`src/rtl/riscv_fetch_pkg.sv`:
```
// Shared definitions for the fetch stage: opcodes, immediate-format codes,
// the NOP word, FSM state encoding and the opcode -> ImmSel decoder.
package riscv_fetch_pkg;

  // Base opcodes that carry an immediate the extensor must format
  localparam logic [6:0] OPC_LOAD   = 7'b0000011;
  localparam logic [6:0] OPC_OP_IMM = 7'b0010011;
  localparam logic [6:0] OPC_JALR   = 7'b1100111;
  localparam logic [6:0] OPC_STORE  = 7'b0100011;
  localparam logic [6:0] OPC_BRANCH = 7'b1100011;
  localparam logic [6:0] OPC_JAL    = 7'b1101111;

  // Immediate format select presented to the extensor
  typedef logic [1:0] imm_sel_t;
  localparam imm_sel_t IMM_I = 2'b00;
  localparam imm_sel_t IMM_S = 2'b01;
  localparam imm_sel_t IMM_B = 2'b10;
  localparam imm_sel_t IMM_J = 2'b11;

  // addi x0, x0, 0 -- what an empty IF/ID register shows after reset
  localparam logic [31:0] NOP_WORD = 32'h0000_0013;

  // Fetch FSM states
  typedef logic [1:0] fetch_state_t;
  localparam fetch_state_t StIdle = 2'd0;
  localparam fetch_state_t StReq  = 2'd1;
  localparam fetch_state_t StFull = 2'd2;
  localparam fetch_state_t StDrop = 2'd3;

  // U-type and all non-immediate opcodes fall back to I; the extensor takes
  // U immediates from its dedicated Imm_U path, so the code is don't-care there.
  function automatic imm_sel_t imm_sel_decode(input logic [6:0] opcode);
    imm_sel_t sel;
    case (opcode)
      OPC_LOAD, OPC_OP_IMM, OPC_JALR: sel = IMM_I;
      OPC_STORE:                      sel = IMM_S;
      OPC_BRANCH:                     sel = IMM_B;
      OPC_JAL:                        sel = IMM_J;
      default:                        sel = IMM_I;
    endcase
    return sel;
  endfunction

endpackage

```
`src/rtl/fetch_queue2.sv`:
```
// Two-entry {pc, inst} FIFO forming the IF/ID register.
// Entry 0 is always the head, so head outputs come straight from flops and
// stay stable until a pop or flush. Flush wins over push and pop.
module fetch_queue2
  import riscv_fetch_pkg::*;
(
  input  logic        clk_i,
  input  logic        rst_i,
  input  logic        push_i,
  input  logic [31:0] push_pc_i,
  input  logic [31:0] push_inst_i,
  input  logic        pop_i,
  input  logic        flush_i,
  output logic [1:0]  count_o,
  output logic        head_valid_o,
  output logic [31:0] head_pc_o,
  output logic [31:0] head_inst_o
);

  logic [1:0]  count_q, count_d;
  logic [31:0] ent0_pc_q, ent0_pc_d;
  logic [31:0] ent0_inst_q, ent0_inst_d;
  logic [31:0] ent1_pc_q, ent1_pc_d;
  logic [31:0] ent1_inst_q, ent1_inst_d;

  // Next-state: shift on pop, write to the first free slot on push
  always_comb begin
    count_d     = count_q;
    ent0_pc_d   = ent0_pc_q;
    ent0_inst_d = ent0_inst_q;
    ent1_pc_d   = ent1_pc_q;
    ent1_inst_d = ent1_inst_q;
    if (flush_i) begin
      count_d = 2'd0;
    end else begin
      case ({push_i, pop_i})
        2'b10: begin
          if (count_q == 2'd0) begin
            ent0_pc_d   = push_pc_i;
            ent0_inst_d = push_inst_i;
          end else begin
            ent1_pc_d   = push_pc_i;
            ent1_inst_d = push_inst_i;
          end
          count_d = count_q + 2'd1;
        end
        2'b01: begin
          ent0_pc_d   = ent1_pc_q;
          ent0_inst_d = ent1_inst_q;
          count_d     = count_q - 2'd1;
        end
        2'b11: begin
          // Pop frees the head; new word lands behind whatever remains
          if (count_q == 2'd1) begin
            ent0_pc_d   = push_pc_i;
            ent0_inst_d = push_inst_i;
          end else begin
            ent0_pc_d   = ent1_pc_q;
            ent0_inst_d = ent1_inst_q;
            ent1_pc_d   = push_pc_i;
            ent1_inst_d = push_inst_i;
          end
        end
        default: ;
      endcase
    end
  end

  // Queue state, cleared asynchronously to an empty queue showing a NOP
  always_ff @(posedge clk_i or posedge rst_i) begin
    if (rst_i) begin
      count_q     <= 2'd0;
      ent0_pc_q   <= 32'h0;
      ent0_inst_q <= NOP_WORD;
      ent1_pc_q   <= 32'h0;
      ent1_inst_q <= NOP_WORD;
    end else begin
      count_q     <= count_d;
      ent0_pc_q   <= ent0_pc_d;
      ent0_inst_q <= ent0_inst_d;
      ent1_pc_q   <= ent1_pc_d;
      ent1_inst_q <= ent1_inst_d;
    end
  end

  assign count_o      = count_q;
  assign head_valid_o = (count_q != 2'd0);
  assign head_pc_o    = ent0_pc_q;
  assign head_inst_o  = ent0_inst_q;

endmodule

```
`src/rtl/instr_fetch_stage.sv`:
```
// Fetch stage: PC register, one-outstanding instruction-memory request FSM,
// IF/ID queue and ImmSel decode of the queue head for the immediate extensor.
module instr_fetch_stage
  import riscv_fetch_pkg::*;
#(
  parameter logic [31:0] RESET_PC = 32'h0000_0000,
  parameter int unsigned PC_STEP  = 4
) (
  input  logic        clk,
  input  logic        rst,
  output logic        imem_req,
  output logic [31:0] imem_addr,
  input  logic        imem_ack,
  input  logic [31:0] imem_rdata,
  input  logic        redirect_valid,
  input  logic [31:0] redirect_pc,
  output logic        id_valid,
  input  logic        id_ready,
  output logic [31:0] id_pc,
  output logic [31:0] id_inst,
  output logic [24:0] id_imm_field,
  output logic [1:0]  id_ImmSel
);

  localparam logic [31:0] PcInc = 32'(PC_STEP);

  fetch_state_t state_q, state_d;
  logic [31:0]  pc_q, pc_d;
  logic [1:0]   count, count_post;
  logic         in_req, push, pop;

  // Redirect overrides everything: a same-cycle ack is dropped and no pop happens
  assign in_req = (state_q == StReq);
  assign push   = in_req && imem_ack && !redirect_valid;
  assign pop    = id_valid && id_ready && !redirect_valid;

  fetch_queue2 u_queue (
    .clk_i        (clk),
    .rst_i        (rst),
    .push_i       (push),
    .push_pc_i    (pc_q),
    .push_inst_i  (imem_rdata),
    .pop_i        (pop),
    .flush_i      (redirect_valid),
    .count_o      (count),
    .head_valid_o (id_valid),
    .head_pc_o    (id_pc),
    .head_inst_o  (id_inst)
  );

  // Occupancy after this cycle's push/pop, used to decide REQ vs FULL
  always_comb begin
    count_post = count;
    if (push && !pop) begin
      count_post = count + 2'd1;
    end else if (!push && pop) begin
      count_post = count - 2'd1;
    end
  end

  // FSM next-state
  always_comb begin
    state_d = state_q;
    if (redirect_valid) begin
      // An unanswered request must have its ack swallowed before refetching
      if ((state_q == StReq || state_q == StDrop) && !imem_ack) begin
        state_d = StDrop;
      end else begin
        state_d = StReq;
      end
    end else begin
      case (state_q)
        StIdle: state_d = StReq;
        StReq: begin
          if (imem_ack) begin
            state_d = (count_post >= 2'd2) ? StFull : StReq;
          end
        end
        StFull: begin
          if (pop) begin
            state_d = StReq;
          end
        end
        StDrop: begin
          if (imem_ack) begin
            state_d = StReq;
          end
        end
        default: state_d = StIdle;
      endcase
    end
  end

  // PC next-state; the add wraps naturally at 2^32
  always_comb begin
    pc_d = pc_q;
    if (redirect_valid) begin
      pc_d = redirect_pc & ~32'h3;
    end else if (push) begin
      pc_d = pc_q + PcInc;
    end
  end

  // PC and FSM registers
  always_ff @(posedge clk or posedge rst) begin
    if (rst) begin
      state_q <= StIdle;
      pc_q    <= RESET_PC;
    end else begin
      state_q <= state_d;
      pc_q    <= pc_d;
    end
  end

  assign imem_req     = in_req;
  assign imem_addr    = pc_q;
  assign id_imm_field = id_inst[31:7];
  assign id_ImmSel    = imm_sel_decode(id_inst[6:0]);

endmodule
```
`config.mk`:
```
export PLATFORM = sky130hd
export DESIGN_NAME = instr_fetch_stage
export DESIGN_NICKNAME = d
export VERILOG_FILES = /design/src/rtl/riscv_fetch_pkg.sv /design/src/rtl/fetch_queue2.sv /design/src/rtl/instr_fetch_stage.sv
export SDC_FILE = /design/constraint.sdc
export NUM_CORES = 1
export LEC_CHECK = 0
export ABC_AREA = 0
export CORE_AREA = 4 4 170 123
export CTS_CLUSTER_DIAMETER = 120
export DETAILED_ROUTE_END_ITERATION = 6
export DIE_AREA = 0 0 174 127
export DONT_BUFFER_PORTS = 1
export HOLD_SLACK_MARGIN = 0.03
export PLACE_DENSITY_LB_ADDON = 0.3
export SYNTH_ARGS = -nofsm -noshare
export SYNTH_HDL_FRONTEND = slang
export SYNTH_SLANG_ARGS = --single-unit
export TNS_END_PERCENT = 10
```
`constraint.sdc`:
```
create_clock -name clk -period 6.6 [get_ports clk]
set_input_delay 1.98 -clock clk [delete_from_list [all_inputs] [get_ports clk]]
set_output_delay 1.98 -clock clk [all_outputs]
set_load 0.1 [all_outputs]
```
==> results.txt <==
run status -> finished clean
destination of the worst hold path -> u_queue.ent1_pc_q[11]$_DFFE_PP0P_
TritonCTS clock tree -> built
Total GRT Usage -> 15.5%
grt ovf -> 0
post-CTS setup buffer count -> 0
launching element type of the critical path -> flip-flop
leading cell types by total area after synthesis -> dfrtp_1 (52%), mux2_2 (9.3%), mux2i_1 (8.1%)
maximum level of the CTS H-tree -> 4
unrepaired setup endpoints after global routing -> false
hold path startpoint -> u_queue.ent1_pc_q[11]$_DFFE_PP0P_
first-pass GRT wire length -> 27.3 mm
fraction of the mapped netlist area in compound gates -> 7.36%
area fraction in and, or, nand and nor cells after synthesis -> 11.2%
Req. time, crit path -> 4.62 ns
sort of element at the end of the critical path -> output pin
Top-Level Pins -> 194
Num CTS Buffers -> 17
DR vias -> 4770
most area-hungry cell type in the Yosys netlist -> dfrtp_1
Detailed Place HPWL -> 11.3 mm
Final Hold Vio Count -> 0
Syn. warnings -> 0
number of DRC violations after detailed routing -> 0
Placed Cells -> 859
most frequent cell after synthesis -> dfrtp_1
number of non-filler instances in the completed layout -> 891
number of antenna diodes -> 0
Cells after Synth -> 671
clk root buf -> clkbuf_16
portion of netlist area occupied by mux cells -> 17.4%
synthesis-stage register bit count -> 159
Rel. slew slack -> 20.6%
gpl congestion -> 0.787
floorplan die area -> 22100 sq um
Avg Synthesized Cell Area -> 11.1 sq um
post-route ant nets -> 0
clock period minus final worst setup slack -> 4.60 ns
Nets -> 703
Die Width -> 174 um
accumulated negative setup slack -> 0 ns
Seq/Total Area, Yosys -> 53.8%
fmax -> 218 MHz
number of setup violations in the final report -> 0
number of maximum-capacitance violations -> 0
actual slew at the worst max-slew pin -> 1.19 ns
count of buffers from port buffering -> 0
Final Cycle Share -> 69.7%
number of antenna violations at the first check in global routing -> 1
synth-to-layout area growth -> 9.58%
most used flip-flop cell after synthesis -> dfrtp_1
via density per instance -> 5.35
worst-skew pair later-pin latency -> 0.42 ns
xor and xnor area share after synthesis -> 3.78%
initial core utilization -> 38.3%
count of different cell masters after synthesis -> 43
number of design-rule violations left by the first detailed-router iteration -> 261
Synth async-reset ratio -> 100%
Cells on Worst Hold Path -> 2
maximum number of buffers from clock root to sink -> 2
Vert. Die Dim -> 127 um
arrival time of data at the critical path endpoint -> 2.62 ns
Commonest cells post-synth -> dfrtp_1 (153), nor2_1 (76), a21oi_1 (70), mux2_2 (61), mux2i_1 (60)
core box area -> 19400 sq um
detailed-router iteration count before antenna repair -> 4
wire per inst -> 19.1 um
Max FO, Critical Path -> 5
fraction of final layout cells sized beyond drive strength 1 -> 23.4%
Reg-to-Reg Start -> imem_addr[3]$_DFFE_PP0N_
number of gates resized after CTS -> 0
maximum number of pins on one net before global-route repair -> 87
row count -> 43
number of pins with negative max-slew slack in the final report -> 0
class of the most critical hold timing path -> flip-flop to flip-flop
minimum setup slack among reg-to-reg paths -> 3.36 ns
worst reg2reg endpoint -> imem_addr[18]$_DFFE_PP0N_
clock slew seen by the registers of the worst setup and hold paths -> 0.06 ns
main combinational cell family by area after synthesis -> multiplexers
clock sink total -> 159
Post-Route Skew -> 0.0108 ns
Hold-fix buffers, CTS -> 0
adder-cell area share of the yosys netlist -> 0.506%
via count of the first global-routing pass -> 4893
total length of routed wires -> 17.1 mm
count of flip-flops with a built-in enable after synthesis -> 0
reg2reg path depth -> 6
type of the worst setup path -> flip-flop to output pin
top-area cell type share of the netlist area -> 51.6%
Syn Std Cell Area -> 7420 sq um
## state kept, by name, indices dropped and copies added, names as in the netlist
| name | count |
|---|---|
| u_queue.head_inst_o | 32 |
| u_queue.ent1_pc_q | 30 |
| u_queue.head_pc_o | 31 |
| state_q | 2 |
| imem_addr | 30 |
| u_queue.count_o | 2 |
| u_queue.ent1_inst_q | 32 |
## placed cells by master, fill, tap and decap left out, types with 5 or more instances in the layout
master	synthesis	final
a21oi_1	70	68
buf_4	33	8
bufinv_16	0	5
clkbuf_16	0	17
dfrtp_1	153	127
dfrtp_2	0	26
dfstp_2	6	6
inv_1	9	8
mux2_2	61	61
mux2i_1	60	60
nand2_1	43	42
nand3_1	10	10
nand4_1	8	8
nor2_1	76	75
nor3_1	7	7
o21ai_0	21	21
o21ai_1	11	11
xnor2_1	19	19
xor2_1	13	13
## worst max path at each step
stage	startpoint	cells after the start	end	slack (ns)
after floorplan	rst	1	imem_addr[10]$_DFFE_PP0N_	0.34
after global placement	imem_ack	6	u_queue.head_pc_o[12]$_DFFE_PP0P_	2.37
after detailed placement	imem_ack	6	u_queue.head_inst_o[28]$_DFFE_PP0P_	2.27
after CTS	u_queue.head_inst_o[2]$_DFFE_PP0P_	2	id_ImmSel[0]	1.98
after global routing	u_queue.head_inst_o[5]$_DFFE_PP0P_	2	id_ImmSel[0]	1.92
final	u_queue.head_inst_o[6]$_DFFE_PP0P_	2	id_ImmSel[0]	2.00
## critical path, cell delays in order (launching register included)
cell,delay (ns)
dfrtp_1,0.77
or3_1,0.54
a21oi_2,0.89
## stage by stage
stage               hold WS [ns]  setup WS [ns]  area (sq um)  util [%]
floorplan                  0.450          0.338          7420         -
global route               0.509           1.92          8130      42.0
finish                     0.494           2.00          8130      42.0
CTS                        0.489           1.98          8130      42.0
detailed placement         0.472           2.27          7470      38.6
global placement           0.465           2.37          7470      38.6
## cell type report
class / instances / area [sq um]
clock inverters: 12 / 206
inverters: 9 / 38.8
well taps: 247 / 309
fillers: 1825 / 11200
clock buffers: 20 / 447
repair buffers: 9 / 80.1
flip-flops and latches: 159 / 4020
multi-input cells: 435 / 3030
## layer usage
layer | up-vias | GRT usage (%) | part of all wire, %
met5 | - | 0 | 0.088
met4 | 2 | 3.54 | 0.69
met3 | 14 | 7.78 | 10
met2 | 168 | 24.3 | 46
met1 | 2397 | 19.5 | 43
li1 | 2189 | - | -
## logic make-up (layout without fill, tap and decap cells)
family,after synthesis,count (layout)
compound gates,106,106
xor+xnor,32,32
fa+ha+maj,3,3
buf+inv,78,50
flops,159,159
mux,121,121
other cells,1,2
simple gates,171,171
Power is left out: the tool's default activity adds up to more than one toggle a clock period on the data nets, which glitch-free logic cannot reach.
